--- src/rtl/fft_peak_pkg.sv ---
// Shared types for the FFT peak detector: FSM states, the bin/magnitude
// candidate struct and the bin-index width derivation.
package fft_peak_pkg;

  typedef enum logic [1:0] {
    StIdle,
    StCollect,
    StFlush,
    StDone
  } state_t;

  // Candidate fields are sized to bound any supported BIN_W / MAG_W (both <= 16).
  // Narrower values are zero-extended, so unsigned compares are unaffected.
  localparam int unsigned CAND_BIN_W = 16;
  localparam int unsigned CAND_MAG_W = 16;

  typedef struct packed {
    logic [CAND_BIN_W-1:0] bin;
    logic [CAND_MAG_W-1:0] mag;
  } cand_t;

  function automatic int unsigned bin_w(input int unsigned fft_n);
    return $clog2(fft_n);
  endfunction

endpackage

--- src/rtl/fft_peak_detect_if.sv ---
// Spectrum-in / peak-out bundle for fft_peak_detect.
// Optional PEAK_THRESH_EN adds threshold (in) and peak_found (out).
interface fft_peak_detect_if #(
  parameter int unsigned FFT_N = 64,
  parameter int unsigned MAG_W = 12
) ();
  localparam int unsigned BIN_W = fft_peak_pkg::bin_w(FFT_N);

  logic             next_in;
  logic [MAG_W-1:0] mag1;
  logic [MAG_W-1:0] mag2;
  logic [BIN_W-1:0] peak_bin;
  logic [MAG_W-1:0] peak_mag;
  logic             peak_valid;
  logic             busy;
  logic             overrun;
`ifdef PEAK_THRESH_EN
  logic [MAG_W-1:0] threshold;
  logic             peak_found;

  modport master (
    output next_in, mag1, mag2, threshold,
    input  peak_bin, peak_mag, peak_valid, busy, overrun, peak_found
  );
  modport slave (
    input  next_in, mag1, mag2, threshold,
    output peak_bin, peak_mag, peak_valid, busy, overrun, peak_found
  );
`else
  modport master (
    output next_in, mag1, mag2,
    input  peak_bin, peak_mag, peak_valid, busy, overrun
  );
  modport slave (
    input  next_in, mag1, mag2,
    output peak_bin, peak_mag, peak_valid, busy, overrun
  );
`endif

endinterface

--- src/rtl/fft_peak_pair_cmp.sv ---
// Combinational winner of two masked bin/magnitude candidates.
// Larger magnitude wins; on equal magnitude the lower bin wins.
module fft_peak_pair_cmp
  import fft_peak_pkg::*;
(
  input  cand_t a,
  input  logic  a_ok,
  input  cand_t b,
  input  logic  b_ok,
  output cand_t win,
  output logic  win_ok
);

  logic b_wins;

  // Pick b only when it is unmasked and strictly better than a.
  always_comb begin
    b_wins = 1'b0;
    if (b_ok) begin
      if (!a_ok) begin
        b_wins = 1'b1;
      end else if (b.mag > a.mag) begin
        b_wins = 1'b1;
      end else if ((b.mag == a.mag) && (b.bin < a.bin)) begin
        b_wins = 1'b1;
      end
    end
    win    = b_wins ? b : a;
    win_ok = a_ok | b_ok;
  end

endmodule

--- src/rtl/fft_peak_detect.sv ---
// Per-frame peak search over a streamed magnitude spectrum (two bins per cycle).
// Optional PEAK_THRESH_EN adds a threshold compare reported as peak_found.
module fft_peak_detect
  import fft_peak_pkg::*;
#(
  parameter int unsigned FFT_N   = 64,
  parameter int unsigned MAG_W   = 12,
  parameter int unsigned MIN_BIN = 1,
  parameter int unsigned MAX_BIN = FFT_N / 2 - 1
) (
  input logic              clk,
  input logic              reset,
  fft_peak_detect_if.slave bus
);

  localparam int unsigned      BIN_W     = bin_w(FFT_N);
  localparam int unsigned      PAIRS     = FFT_N / 2;
  localparam logic [BIN_W-1:0] LO_BIN    = BIN_W'(MIN_BIN);
  localparam logic [BIN_W-1:0] HI_BIN    = BIN_W'(MAX_BIN);
  localparam logic [BIN_W-2:0] LAST_PAIR = (BIN_W-1)'(PAIRS - 1);

  state_t           state;
  logic [BIN_W-2:0] pair_cnt;
  logic [BIN_W-1:0] even_bin, odd_bin;
  logic             even_ok, odd_ok;
  cand_t            even_cand, odd_cand;
  cand_t            pair_win, s1, best, next_best;
  logic             pair_ok, s1_vld, next_ok;

  // Bin indices of the pair on the bus this cycle, and the search-window mask.
  always_comb begin
    even_bin  = {pair_cnt, 1'b0};
    odd_bin   = {pair_cnt, 1'b1};
    even_ok   = (even_bin >= LO_BIN) && (even_bin <= HI_BIN);
    odd_ok    = (odd_bin >= LO_BIN) && (odd_bin <= HI_BIN);
    even_cand = '{bin: CAND_BIN_W'(even_bin), mag: CAND_MAG_W'(bus.mag1)};
    odd_cand  = '{bin: CAND_BIN_W'(odd_bin), mag: CAND_MAG_W'(bus.mag2)};
  end

  fft_peak_pair_cmp u_pair_cmp (
    .a      (even_cand),
    .a_ok   (even_ok),
    .b      (odd_cand),
    .b_ok   (odd_ok),
    .win    (pair_win),
    .win_ok (pair_ok)
  );

  // Running maximum sits in a; it always holds the lower bin, so ties keep it.
  fft_peak_pair_cmp u_max_cmp (
    .a      (best),
    .a_ok   (1'b1),
    .b      (s1),
    .b_ok   (s1_vld),
    .win    (next_best),
    .win_ok (next_ok)
  );

  // Two-stage datapath: registered pair winner, then running-maximum update.
  always_ff @(posedge clk) begin
    if (reset) begin
      s1     <= '0;
      s1_vld <= 1'b0;
      best   <= '0;
    end else if (bus.next_in) begin
      s1     <= '0;
      s1_vld <= 1'b0;
      best   <= '{bin: CAND_BIN_W'(MIN_BIN), mag: '0};
    end else begin
      s1     <= pair_win;
      s1_vld <= (state == StCollect) && pair_ok;
      if (next_ok) best <= next_best;
    end
  end

  // Frame FSM with registered status and result outputs.
  always_ff @(posedge clk) begin
    if (reset) begin
      state          <= StIdle;
      pair_cnt       <= '0;
      bus.peak_bin   <= '0;
      bus.peak_mag   <= '0;
      bus.peak_valid <= 1'b0;
      bus.busy       <= 1'b0;
      bus.overrun    <= 1'b0;
`ifdef PEAK_THRESH_EN
      bus.peak_found <= 1'b0;
`endif
    end else begin
      bus.peak_valid <= 1'b0;
      bus.overrun    <= 1'b0;
      if (bus.next_in) begin
        // Any next_in starts a frame; only an unfinished frame counts as overrun.
        state       <= StCollect;
        pair_cnt    <= '0;
        bus.busy    <= 1'b1;
        bus.overrun <= (state == StCollect) || (state == StFlush);
      end else begin
        unique case (state)
          StIdle: begin
            bus.busy <= 1'b0;
          end
          StCollect: begin
            pair_cnt <= pair_cnt + 1'b1;
            if (pair_cnt == LAST_PAIR) state <= StFlush;
          end
          StFlush: begin
            // Last pair is in stage 1 now; its merge result is the frame answer.
            state          <= StDone;
            bus.peak_valid <= 1'b1;
            bus.peak_bin   <= next_best.bin[BIN_W-1:0];
            bus.peak_mag   <= next_best.mag[MAG_W-1:0];
`ifdef PEAK_THRESH_EN
            bus.peak_found <= next_best.mag >= CAND_MAG_W'(bus.threshold);
`endif
          end
          StDone: begin
            state    <= StIdle;
            bus.busy <= 1'b0;
          end
          default: begin
            state <= StIdle;
          end
        endcase
      end
    end
  end

endmodule

--- src/flat_wrapper.sv ---
// flat-port wrapper written by rule: the top's interface ports become plain ports
module fft_peak_detect_flat import fft_peak_pkg::*;
#(
  parameter int unsigned FFT_N   = 64,
  parameter int unsigned MAG_W   = 12,
  parameter int unsigned MIN_BIN = 1,
  parameter int unsigned MAX_BIN = FFT_N / 2 - 1
)
  (clk, reset, bus_next_in, bus_mag1, bus_mag2, bus_peak_bin, bus_peak_mag, bus_peak_valid, bus_busy, bus_overrun);
  fft_peak_detect_if #(.FFT_N(FFT_N), .MAG_W(MAG_W)) bus_i ();
  input logic clk;
  input logic reset;
  input wire logic [$bits(bus_i.next_in)-1:0] bus_next_in;
  input wire logic [$bits(bus_i.mag1)-1:0] bus_mag1;
  input wire logic [$bits(bus_i.mag2)-1:0] bus_mag2;
  output wire logic [$bits(bus_i.peak_bin)-1:0] bus_peak_bin;
  output wire logic [$bits(bus_i.peak_mag)-1:0] bus_peak_mag;
  output wire logic [$bits(bus_i.peak_valid)-1:0] bus_peak_valid;
  output wire logic [$bits(bus_i.busy)-1:0] bus_busy;
  output wire logic [$bits(bus_i.overrun)-1:0] bus_overrun;
  assign bus_i.next_in = bus_next_in;
  assign bus_i.mag1 = bus_mag1;
  assign bus_i.mag2 = bus_mag2;
  assign bus_peak_bin = bus_i.peak_bin;
  assign bus_peak_mag = bus_i.peak_mag;
  assign bus_peak_valid = bus_i.peak_valid;
  assign bus_busy = bus_i.busy;
  assign bus_overrun = bus_i.overrun;
  fft_peak_detect #(.FFT_N(FFT_N), .MAG_W(MAG_W), .MIN_BIN(MIN_BIN), .MAX_BIN(MAX_BIN)) u_core (.clk(clk), .reset(reset), .bus(bus_i));
endmodule
--- config.mk ---
export PLATFORM = sky130hd
export DESIGN_NAME = fft_peak_detect_flat
export DESIGN_NICKNAME = d
export VERILOG_FILES = /design/src/rtl/fft_peak_pkg.sv /design/src/rtl/fft_peak_detect_if.sv /design/src/rtl/fft_peak_pair_cmp.sv /design/src/rtl/fft_peak_detect.sv /design/src/flat_wrapper.sv
export SDC_FILE = /design/constraint.sdc
export NUM_CORES = 1
export LEC_CHECK = 0
export BUFFER_PORTS_ARGS = -buffer_cell sky130_fd_sc_hd__buf_2
export CORE_MARGIN = 2
export CORE_UTILIZATION = 41
export CTS_CLUSTER_SIZE = 16
export DETAILED_ROUTE_END_ITERATION = 7
export PLACE_DENSITY = 0.69
export SLEW_MARGIN = 20
export SYNTH_ARGS = -nofsm -noshare
export SYNTH_HDL_FRONTEND = slang
export SYNTH_SLANG_ARGS = --single-unit
export TNS_END_PERCENT = 100
--- constraint.sdc ---
create_clock -name clk -period 7.4 [get_ports clk]
set_input_delay 0.37 -clock clk [delete_from_list [all_inputs] [get_ports clk]]
set_output_delay 0.37 -clock clk [all_outputs]
set_load 0.1 [all_outputs]
==> impl_metrics.yaml <==
layout:
  num-nets-final: 470
  area_growth_pct: 15.11
  fin_util_pct: 48.60
  drive_gt1_share_pct: 19.02
  antenna_cells: 0
critical_path:
  ff2ff_path_depth: 8
  r2r_setup_slack_ns: 4.56
  critPathArrivalTime_ns: 3.09
  r2r-end: "u_core.bus.peak_mag[1]"
  cp-start-kind: "flip-flop"
  end_kind: "flip-flop"
  path_max_fanout: 18
  required_ns: 7.65
  path_class: "flip-flop to flip-flop"
  worstReg2RegStart: "u_core.best[2]"
timing:
  tns_ns: 0
  slew_viol_final: 0
  relSlewSlack_pct: 34.95
  worst_pin_slew_ns: 0.9712
  period_needed_ns: 2.836
  finalHoldViolations: 0
  setup_violations: 0
  rsz0062_at_grt: "no"
  timing.fmax_mhz: 352.6
  finalCritPeriodShare_pct: 38.32
  finClkSkew_ns: 0.007732
routing:
  first_iter_violations: 105
  vias_per_cell: 5.336
  wire_per_inst_um: 13.33
  drt-pass1-iter-count: 4
  vias: 2732
  drc: 0
  drt-total-wl_mm: 6.823
  antenna_left: 0
clock_tree:
  cts_inserted_buffers: 9
  cts_resized: 0
  clock_sinks: 65
  clk_latency_ns: 0.34
  cts_hold_buffers: 0
  cts_tree: "yes"
  clk_pin_slew_worst_paths_ns: 0.07
  postCtsSetupBuffers: 0
  cts_buffer_depth: 2
  cts_root_buf: "clkbuf_8"
  cts_max_level: 3
outcome:
  status: "finished, final reports clean"
power:
  power-per-cell-area_nw_per_um2: 217.9
  vdd_ir_drop_max_mv: 0.09961
  p_leak_nw: 1.543
synth:
  yosys_warnings: 0
  postSynthNetCount: 433
  synth_top_area_share_pct: 40.09
  ys_seq_area_share_pct: 40.09
  synth_cell_types: 41
  syn-cell-area_sq_um: 3246
  synth_cells: 369
  synth_area_per_cell_sq_um: 8.796
  yosys.area.top_type: "dfxtp_1"
  ys_top_cells_by_area: "dfxtp_1, ha_1, a21oi_1"
  ys_ff_latch: 65
floorplanning:
  fp-row-count: 32
  coreArea_sq_um: 7687
  dieArea_sq_um: 8643
  initial_core_util_pct: 42.22
  fp.dieW_um: 92.97
  io_pins: 48
  die_y_um: 92.97
flow_run:
  maxCapViolations: 0
global_route:
  first_global_vias: 2604
  grt-ovfl-total: 0
  grt_max_degree: 39
  grt_pass1_wl_mm: 11.63
  track_usage_pct: 16.84
  grt_antenna_before_repair: 0
worst_hold_path:
  whs_endpoint: "u_core.s1[5]"
  worst_hold_path.num_cells: 3
  hold_start: "bus_mag2[5]"
  hp-class: "input port to flip-flop"
placement:
  routabilityCongestion: 0.8818
  hpwl_mm: 4.799
  portBuffers: 47
[sequential cells by signal, summed over array words and instances (netlist names)]
name,count
u_core.pair_cnt,5
u_core.s1,18
u_core.bus.busy,1
u_core.state,2
u_core.bus.peak_bin,6
u_core.best,18
u_core.bus.peak_valid,1
u_core.bus.overrun,1
u_core.bus.peak_mag,12
u_core.s1_vld,1
[final cells by class]
cell class | instances | area [sq um]
fill | 770 | 3951
multi-input combinational | 248 | 1723
sequential | 65 | 1301
timing repair buffer | 48 | 242.7
clock buffer | 13 | 178.9
inverter | 34 | 127.6
tap | 102 | 127.6
clock inverter | 2 | 35.03
[critical path: stages (launching register included)]
cell and delay [ns]:
dfxtp_1 0.32, inv_1 0.04, ha_1 0.29, and3_1 0.20
a221o_1 0.30, a221o_1 0.38, o22ai_2 0.68, o21ai_0 0.24
a311oi_1 0.29
[per-layer routing]
layer / routed length [um] / GRT usage, % / vias up / share of wire (%)
li1: - / - / 1400 / -
met1: 3426 / 22.26 / 1252 / 50
met2: 2895 / 25.06 / 68 / 42
met3: 355 / 5.157 / 12 / 5.2
met4: 145 / 7.966 / 0 / 2.1
met5: 0 / 0 / - / 0
[layout by cell type, fill, tap and decap left out, drive strengths merged, types with 2 or more instances in the layout]
cell	n
clkbuf	13
nand2	6
a211oi	2
xor2	2
nor2	33
a21oi	38
a311oi	18
nand4	5
dfxtp	65
ha	37
a221oi	2
o21ai	34
inv	34
and2	4
nand3	32
a31oi	2
a21o	4
nor2b	6
buf	48
a221o	2
and3	3
nor3	3
nand2b	2
[per-stage QoR]
stage,instances,total power [mW],area (sq um),setup slack (ns),hold slack (ns)
detailed placement,497,0.5042,3522,4.613,0.4792
CTS,512,0.8196,3736,4.585,0.2850
finish,512,0.8141,3736,4.564,0.2997
global route,512,0.8513,3736,4.390,0.2997
global placement,497,0.5026,3522,4.653,0.4633
floorplan,369,0.4761,3246,5.083,0.4687
[how the worst max path moves through the flow]
stage	startpoint	to	slack (ns)	depth (start not counted)
finish	u_core.best[2]	u_core.bus.peak_mag[1]	4.56	8
global route	u_core.best[2]	u_core.bus.peak_mag[2]	4.39	8
CTS	u_core.best[2]	u_core.bus.peak_bin[0]	4.59	8
detailed placement	u_core.best[2]	u_core.bus.peak_bin[0]	4.61	8
global placement	u_core.s1[0]	u_core.bus.peak_bin[0]	4.65	8
floorplan	u_core.best[2]	u_core.bus.peak_bin[5]	5.08	10
[cell families after synthesis]
logic type      count (synthesis)  share of synthesized area [%]
mux                             1                         0.3084
fa+ha+maj                      37                          14.26
flops                          65                          40.09
buf+inv                        56                          6.900
xor+xnor                        3                         0.8097
simple gates                   97                          14.42
compound gates                110                          23.21
[power breakdown]
part           switching [mW]  total, mW  internal [mW]
Combinational          0.0923      0.129         0.0372
Sequential            0.00798      0.368          0.360
Clock                   0.127      0.317          0.190
[Yosys cell counts, drive strengths merged]
cell type,count
inv,34
o211ai,1
nor2b,6
nor2,33
a21o,4
a211o,1
and2,4
nand3,32
a21oi,38
a221oi,2
o2111a,1
buf,4
o21ai,34
ha,37
nand2,6
nor3,3
o22a,1
or2,1
dfxtp,65
a31o,1
o2111ai,1
nand4,5
xor2,2
mux2i,1
nand2b,2
a221o,2
nor4,1
o22ai,1
a211oi,2
and4,1
o21a,1
a31oi,2
xnor2,1
a311oi,18
clkbuf,18
and3,3
Power figures use the tool's default switching activity.
